### config.mk
export PLATFORM = sky130hd
export DESIGN_NAME = dat_mem_stack
export DESIGN_NICKNAME = d
export VERILOG_FILES = /design/src/rtl/dat_mem_pkg.sv /design/src/rtl/dat_mem_stack_ctrl.sv /design/src/rtl/dat_mem_stack.sv
export SDC_FILE = /design/constraint.sdc
export NUM_CORES = 2
export LEC_CHECK = 0
export ABC_AREA = 0
export CELL_PAD_IN_SITES_DETAIL_PLACEMENT = 0
export CELL_PAD_IN_SITES_GLOBAL_PLACEMENT = 1
export CORE_AREA = 4 4 417 419
export DETAILED_ROUTE_END_ITERATION = 8
export DIE_AREA = 0 0 421 423
export PLACE_DENSITY_LB_ADDON = 0.1
export SETUP_SLACK_MARGIN = 0.1
export SLEW_MARGIN = 0
export SYNTH_ARGS = -nofsm -noshare
export SYNTH_HDL_FRONTEND = slang
export SYNTH_SLANG_ARGS = --single-unit
### constraint.sdc
create_clock -name clk -period 19.64 [get_ports clk]
set_input_delay 2.946 -clock clk [delete_from_list [all_inputs] [get_ports clk]]
set_output_delay 2.946 -clock clk [all_outputs]
set_load 0.02 [all_outputs]
### src/rtl/dat_mem_pkg.sv
// Shared types and defaults for the data memory with hardware stack.
// The stack occupies the top STACK_DEPTH words of the array.
package dat_mem_pkg;

    typedef enum logic {
        CLEAR = 1'b0,
        RUN   = 1'b1
    } state_t;

    localparam int DEF_WIDTH       = 8;
    localparam int DEF_DEPTH       = 256;
    localparam int DEF_STACK_DEPTH = 16;

    // Lowest address that belongs to the stack region.
    function automatic int stack_base(input int depth, input int stack_depth);
        return depth - stack_depth;
    endfunction

endpackage

### src/rtl/dat_mem_stack_ctrl.sv
// Stack bookkeeping: occupancy count, full/empty/error flags and the
// top-of-stack / next-free addresses used by the shared write port.
module dat_mem_stack_ctrl
    import dat_mem_pkg::*;
#(
    parameter int  DEPTH       = DEF_DEPTH,
    parameter int  STACK_DEPTH = DEF_STACK_DEPTH,
    localparam int AW          = $clog2(DEPTH),
    localparam int CW          = $clog2(STACK_DEPTH + 1)
) (
    input  logic          clk,
    input  logic          rst_n,
    input  logic          run,
    input  logic          push,
    input  logic          pop,
    input  logic          guard_err,
    output logic [CW-1:0] stk_cnt,
    output logic          stk_empty,
    output logic          stk_full,
    output logic          stk_err,
    output logic          pop_hit,
    output logic          stk_we,
    output logic [AW-1:0] stk_addr,
    output logic [AW-1:0] tos_addr
);

    logic [AW-1:0] free_addr;
    logic          do_push;
    logic          do_pop;
    logic          do_repl;
    logic          err_next;

    assign stk_empty = (stk_cnt == '0);
    assign stk_full  = (stk_cnt == CW'(STACK_DEPTH));

    // Modulo-2^AW arithmetic: DEPTH itself truncates to zero, so DEPTH - cnt lands correctly.
    assign tos_addr  = AW'(DEPTH) - AW'(stk_cnt);
    assign free_addr = AW'(DEPTH - 1) - AW'(stk_cnt);

    assign do_push = run & push & ~pop & ~stk_full;
    assign do_pop  = run & pop & ~push & ~stk_empty;
    assign do_repl = run & push & pop & ~stk_empty;

    assign err_next = run & ((pop & stk_empty) | (push & ~pop & stk_full) | guard_err);

    assign pop_hit  = pop & ~stk_empty;
    assign stk_we   = do_push | do_repl;
    assign stk_addr = do_repl ? tos_addr : free_addr;

    always_ff @(posedge clk or negedge rst_n) begin
        if (!rst_n) begin
            stk_cnt <= '0;
            stk_err <= 1'b0;
        end else begin
            stk_err <= err_next;
            if (do_push) begin
                stk_cnt <= stk_cnt + CW'(1);
            end else if (do_pop) begin
                stk_cnt <= stk_cnt - CW'(1);
            end
        end
    end

endmodule

### src/rtl/dat_mem_stack.sv
// Data memory with combinational load, clocked store, writeback mux, hardware
// stack and post-reset clear sweep. Optional stack guard: DAT_MEM_STACK_GUARD_EN.
module dat_mem_stack
    import dat_mem_pkg::*;
#(
    parameter int  WIDTH       = DEF_WIDTH,
    parameter int  DEPTH       = DEF_DEPTH,
    parameter int  STACK_DEPTH = DEF_STACK_DEPTH,
    localparam int AW          = $clog2(DEPTH),
    localparam int CW          = $clog2(STACK_DEPTH + 1)
) (
    input  logic             clk,
    input  logic             rst_n,
    input  logic [WIDTH-1:0] dat_in,
    input  logic [WIDTH-1:0] alu_out,
    input  logic             mem_to_reg,
    input  logic             wr_en,
    input  logic [AW-1:0]    addr,
    input  logic             push,
    input  logic             pop,
    output logic [WIDTH-1:0] dat_out,
    output logic [CW-1:0]    stk_cnt,
    output logic             stk_empty,
    output logic             stk_full,
    output logic             stk_err,
    output logic             busy
);

    state_t           state;
    state_t           state_next;
    logic [AW-1:0]    clr_ptr;
    logic [WIDTH-1:0] core [DEPTH];

    logic             run;
    logic             guard_err;
    logic             store_ok;
    logic             pop_hit;
    logic             stk_we;
    logic [AW-1:0]    stk_addr;
    logic [AW-1:0]    tos_addr;

    assign busy = (state == CLEAR);
    assign run  = ~busy;

`ifdef DAT_MEM_STACK_GUARD_EN
    logic in_stack;
    assign in_stack  = (addr >= AW'(stack_base(DEPTH, STACK_DEPTH)));
    assign guard_err = run & wr_en & ~push & ~pop & in_stack;
    assign store_ok  = run & wr_en & ~push & ~pop & ~in_stack;
`else
    assign guard_err = 1'b0;
    assign store_ok  = run & wr_en & ~push & ~pop;
`endif

    dat_mem_stack_ctrl #(
        .DEPTH       (DEPTH),
        .STACK_DEPTH (STACK_DEPTH)
    ) u_ctrl (
        .clk       (clk),
        .rst_n     (rst_n),
        .run       (run),
        .push      (push),
        .pop       (pop),
        .guard_err (guard_err),
        .stk_cnt   (stk_cnt),
        .stk_empty (stk_empty),
        .stk_full  (stk_full),
        .stk_err   (stk_err),
        .pop_hit   (pop_hit),
        .stk_we    (stk_we),
        .stk_addr  (stk_addr),
        .tos_addr  (tos_addr)
    );

    always_ff @(posedge clk or negedge rst_n) begin
        if (!rst_n) begin
            state   <= CLEAR;
            clr_ptr <= '0;
        end else begin
            state <= state_next;
            if (state == CLEAR) begin
                clr_ptr <= clr_ptr + AW'(1);
            end
        end
    end

    always_comb begin
        state_next = state;
        if (state == CLEAR && clr_ptr == AW'(DEPTH - 1)) begin
            state_next = RUN;
        end
    end

    // Single write port: clear sweep, then stack traffic, then plain stores.
    always_ff @(posedge clk) begin
        if (busy) begin
            core[clr_ptr] <= '0;
        end else if (stk_we) begin
            core[stk_addr] <= dat_in;
        end else if (store_ok) begin
            core[addr] <= dat_in;
        end
    end

    always_comb begin
        dat_out = '0;
        if (run) begin
            if (pop) begin
                if (pop_hit) begin
                    dat_out = core[tos_addr];
                end
            end else if (mem_to_reg) begin
`ifdef DAT_MEM_STACK_GUARD_EN
                dat_out = in_stack ? '0 : core[addr];
`else
                dat_out = core[addr];
`endif
            end else begin
                dat_out = alu_out;
            end
        end
    end

endmodule
; ---- After elaboration in Yosys (flattened, before gate mapping)
; Memories as Yosys holds them, arrays and structs flattened.
; Index checks and enable logic that the tools add are counted.
[totals]
latch_bits = 0
ramBits = 2048
regBits = 15
input_bits = 30
n_memories = 1
romBits = 0
out_inout_bits = 17
[classes]
mul = 0
shifts = 0
mux = 21
order_cmp = 0
n_div = 0
reduce_logical = 5
add_sub_neg = 5
bitwise = 23
n_eq_ne = 2
[memory_table]
columns = name, words, width, read_ports, rd_ports_with_merged_regs, write_ports, line_no
row1 = core, 256, 8, 2, 0, 1, dat_mem_stack.sv:32  ; logic [WIDTH-1:0] core [DEPTH];
[op_table]
columns = cell, n
row1 = $mux 8, 9
row2 = $and 1x1->1, 16
row3 = $reduce_or 8->1, 2
row4 = $mux 1, 10
row5 = $mux 5, 2
row6 = $add 8x1->8 const B, 1
row7 = $eq 8x8->1 const B, 1
row8 = $sub 1x6->7 const A, 1
row9 = $sub 1x5->6 const A, 1
row10 = $add 5x1->5 const B, 1
row11 = $eq 5x5->1 const B, 1
row12 = $logic_not 5->1, 1
row13 = $not 1->1, 5
row14 = $sub 5x1->5 const B, 1
row15 = $or 1x1->1, 2
row16 = $reduce_bool 2->1, 1
row17 = $logic_and 1x1->1, 1

; ---- Depth between registers and ports, before layout
[depth]
ltp_word = 10
mapped_depth = 17

; ---- By module
; A second synthesis with hierarchy kept.
[hier_totals]
hier_cells = 5016
area_unflattened_um2 = 97105.6
[modules_own_cells]
columns = module, seq_area_each_um2, cells_each, area_per_inst_um2, instances
row1 = dat_mem_stack, 61724.2, 4950, 96496.3, 1
row2 = dat_mem_stack_ctrl, 150.1, 66, 609.3, 1

; ---- Worst setup path after synthesis
; Ideal clock, no wire load.
[synth_timing]
path_kind = input to register
start = input pop
end = memory core[0][0] in the netlist's numbering (data pin)
required_time_ns = 18.194
arrival_ns = 10.334
setup_time_ns = 1.446
path_stages = 6
n_path_buf = 2
setup_slack_ns = 7.860
path_cell_list = clkbuf_1 > nand2b_1 > nor3b_2 > nor2_1 > clkbuf_1 > nor2b_1
[synth_via]
elab_chain_cells = 10
elab_cells_between_ends = 18
[synth_lines]
columns = item, line_no
row1 = "start, declared", dat_mem_stack.sv:20  ; input logic pop,
row2 = $not 1->1, "dat_mem_stack_ctrl.sv:40, dat_mem_stack.sv:52"
row3 = $and 1x1->1 (2 in a row), dat_mem_stack_ctrl.sv:40  ; assign do_push = run & push & ~pop & ~stk_full;
row4 = $or 1x1->1, dat_mem_stack_ctrl.sv:47  ; assign stk_we = do_push | do_repl;
row5 = $mux 1, dat_mem_stack.sv:98  ; end else if (stk_we) begin
row6 = $mux 1, dat_mem_stack.sv:96  ; if (busy) begin
row7 = $mux 1 (not written as such), dat_mem_stack.sv:99  ; core[stk_addr] <= dat_in;
row8 = $reduce_or 8->1 (no source line), --
row9 = $mux 8 (no source line), --
row10 = $mux 8 (no source line) (*), --
row11 = "end, declared", dat_mem_stack.sv:32
; Mark *: on every way between the ends. The rest lies on a longest branch, timed or not.

; ---- Final worst setup path
[layout_timing]
start = input addr[1]
end = output dat_out[7]
[layout_via]
elab_chain_cells = 4
[layout_lines]
columns = item, line_no
row1 = "start, declared", dat_mem_stack.sv:18  ; input logic [AW-1:0] addr,
row2 = $mem_v2 256x8, --
row3 = $mux 8, dat_mem_stack.sv:112  ; end else if (mem_to_reg) begin
row4 = $mux 8, dat_mem_stack.sv:108  ; if (pop) begin
row5 = $mux 8, dat_mem_stack.sv:107  ; if (run) begin
row6 = "end, declared", dat_mem_stack.sv:21  ; output logic [WIDTH-1:0] dat_out,
; Every way passes these cells.

==> impl_metrics.tcl <==
set metrics [dict create \
    tns_ns 0 \
    cts.clk_slew.worst_paths_ns 0.06 \
    finalMaxSlewViolations 110 \
    cts_tree "done" \
    ys.warnings.count 0 \
    worstHoldEndpoint "clr_ptr[7]" \
    whs_path_depth 1 \
    peakVddDrop_uv 98.2 \
    cts_root_buf "clkbuf_16" \
    max_cap_viol_count 0 \
    crit_chain "buf_8 > buf_4 > buf_4 > buf_4 > buf_4 > mux4_2 > nand2_1 > nand3_1 > o21ai_0 > a32oi_1 > a31oi_1 > nand3_1 > clkdlybuf4s50_1" \
    synth_edf_count 2048 \
    numPortBuffers 46 \
    grt_antenna_before_repair 13 \
    cts_buffers 209 \
    grt_first_pass_wirelength_um 366000 \
    hold_viol 0 \
    die_y_um 423 \
    p_sw_share_pct 21.2 \
    p_sw_mw 1.88 \
    synth_nets 4357 \
    r2r-end "core[0][1]" \
    final_common_cell "edfxtp_1" \
    clkPwrFrac_pct 43.4 \
    async_flop_share_pct 0.727 \
    ys_types 85 \
    grt.met1_usage_pct 42.5 \
    arrival_ns 8.80 \
    cts_resized 0 \
    p_leak_nw 24.2 \
    yosysSeqAreaShare_pct 73.1 \
    cts.htree.levels 4 \
    fmax_mhz 85.2 \
    avgSynthCellArea_um2 19.6 \
    layout-drive-gt1-share_pct 21.4 \
    p_total_mw 8.87 \
    crit_required_ns 16.69 \
    syn_inst 4319 \
    slew_headroom_pct -10.9 \
    grt_util_met3_pct 6.34 \
    run_status "complete, but fails checks" \
    pin_count 47 \
    setup_viol 0 \
    cts_num_sinks 2063 \
    core_um2 171000 \
    dp.final_hpwl_um 163000 \
    grt_max_degree 241 \
    violations "slew limit" \
    core.rowCount 152 \
    comb_power_share_pct 2.9 \
    critPathLaunchType "input pin" \
    via_per_inst 6.70 \
    period_needed_ns 11.74 \
    r2r_slack_ns 13.28 \
    cts-hold-fix-buffers 0 \
    post_cts.repair.setup_buffers 0 \
    hold_class "reg2reg" \
    grt_usage_pct 29.4 \
    cp_slowest_cell "a32oi_1" \
    max_stage_delay_ns 0.86 \
    worstSetupPathType "in2out" \
    clock_latency_ns 0.86 \
    drt_iter0_markers 5878 \
    fillers 13100 \
    routed_wl_um 263000 \
    die-area_um2 178000 \
    synth-seq-cells 2063 \
    grt_use_met2_pct 44.8 \
    min_from "clr_ptr[7]" \
    rsz0062_at_grt "no" \
    grt-busiest-layer "met2" \
    grt_pass1_vias 44800 \
    seqPwrFrac_pct 53.7 \
    syn_to_final_growth_pct 10.9 \
    grt_overflow_total 0 \
    ys.flop_type "edfxtp_1" \
    vias 45800 \
    drc 0 \
    path_max_fanout 63 \
    reg2reg_from "u_ctrl.stk_cnt[0]" \
    wl_per_cell_um 38.4 \
    intPower_mw 6.99 \
    cts_buffer_depth 3 \
    syn_area_um2 84700 \
    drt_first_pass_iters 6 \
    finalCritPeriodShare_pct 59.8 \
    gp_congestion 0.919 \
    critPathMostFrequentCell "buf_4" \
    drtAntennaViolNets 0 \
    power_density_nw_per_um2 94.4 \
    nets 4467 \
    fp.dieW_um 421 \
    end_kind "output pin" \
    most-common-layout-cells "edfxtp_1 (2048), mux4_2 (508), nor2_1 (353)" \
    skew_ns 0.0496 \
    worstMarginPinSlew_ns 1.66 \
    start_util_pct 49.6 \
    worstRegToRegCells 13 \
]
-- metrics by stage --
| step | setup slack, ns | std cells | hold slack (ns) | util [%] | instance area, um2 |
|---|---|---|---|---|---|
| 2_1_floorplan | 7.86 | 4319 | 0.468 | - | 84700 |
| 3_3_place_gp | 7.96 | 6449 | 0.502 | 51.2 | 87400 |
| 4_1_cts | 8.11 | 6828 | 0.520 | 55.0 | 93900 |
| 3_5_place_dp | 8.12 | 6450 | 0.512 | 51.2 | 87400 |
| 6_report | 7.90 | 6836 | 0.516 | 55.1 | 93900 |
| 5_1_grt | 7.92 | 6829 | 0.552 | 55.0 | 93900 |
-- worst max-delay path by stage --
| stage | from | end | slack [ns] | cells after the start |
|---|---|---|---|---|
| 6_report | addr[1] | dat_out[7] | 7.90 | 13 |
| 5_1_grt | addr[1] | dat_out[4] | 7.92 | 12 |
| 3_5_place_dp | addr[1] | dat_out[4] | 8.12 | 12 |
| 2_1_floorplan | pop | core[0][0] | 7.86 | 6 |
| 3_3_place_gp | addr[0] | dat_out[5] | 7.96 | 11 |
| 4_1_cts | addr[1] | dat_out[5] | 8.11 | 11 |
-- metal layers --
metal  wire length, um  part of all wire [%]
met2            121000                    46
met4              9960                   3.8
met3             24600                   9.4
met5                23                0.0088
met1            107000                    41
-- synthesized netlist by cell type, drive strengths merged, types with 35 or more instances --
cell / n / area [um2]
clkbuf: 83 / 352
buf: 184 / 1350
mux4: 517 / 11700
nor2: 356 / 1340
mux2i: 266 / 2660
o22ai: 59 / 369
o21ai: 54 / 274
o221ai: 46 / 403
nand2: 176 / 663
nor3: 38 / 190
a21oi: 50 / 250
a22oi: 35 / 263
edfxtp: 2048 / 61500
-- cells by family (layout without fill, tap and decap cells) --
family | count (synthesis) | count (layout) | share of synthesized area (%)
DFF | 2063 | 2063 | 73.1
muxes | 813 | 813 | 17.3
and+or+nand+nor | 739 | 739 | 3.92
AOI/OAI and AO/OA | 402 | 402 | 3.35
buffers and inverters | 279 | 556 | 2.06
xor gates and xnor gates | 15 | 15 | 0.155
adders and majority gates | 8 | 8 | 0.127
other | 0 | 7 | 0
-- worst max-delay path, delay by kind of cell --
family | cells | cell delay, ns
AND/OR/NAND/NOR | 3 | 0.63
multiplexers | 1 | 0.27
buffers and inverters | 6 | 3.28
AO/OA/AOI/OAI | 3 | 1.56
-- flip-flops by register name, summed over array words and instances, names as in the netlist --
name            count
run                 1
clr_ptr             8
core             2048
u_ctrl.stk_err      1
u_ctrl.stk_cnt      5
-- final cells by class --
class | count | area, um2 | area share, %
diodes | 7 | 17.5 | 0.0186
clock buffers | 261 | 5490 | 5.84
clock inverters | 117 | 1030 | 1.10
inverters | 12 | 50.0 | 0.0533
multi-input cells | 1977 | 21200 | 22.6
flip-flops and latches | 2063 | 61900 | 65.9
well taps | 2233 | 2790 | 2.97
repair buffers | 166 | 1440 | 1.54
-- power groups by stage --
stage	Clock, mW	Sequential (mW)	Combinational, mW
floorplan	0	4.86	0.153
finish	3.85	4.76	0.257
CTS	3.89	4.76	0.255
global placement	0	4.86	0.255
global route	4.09	4.76	0.262
detailed placement	0	4.86	0.255
No activity file was read; power rests on OpenSTA's default activity.
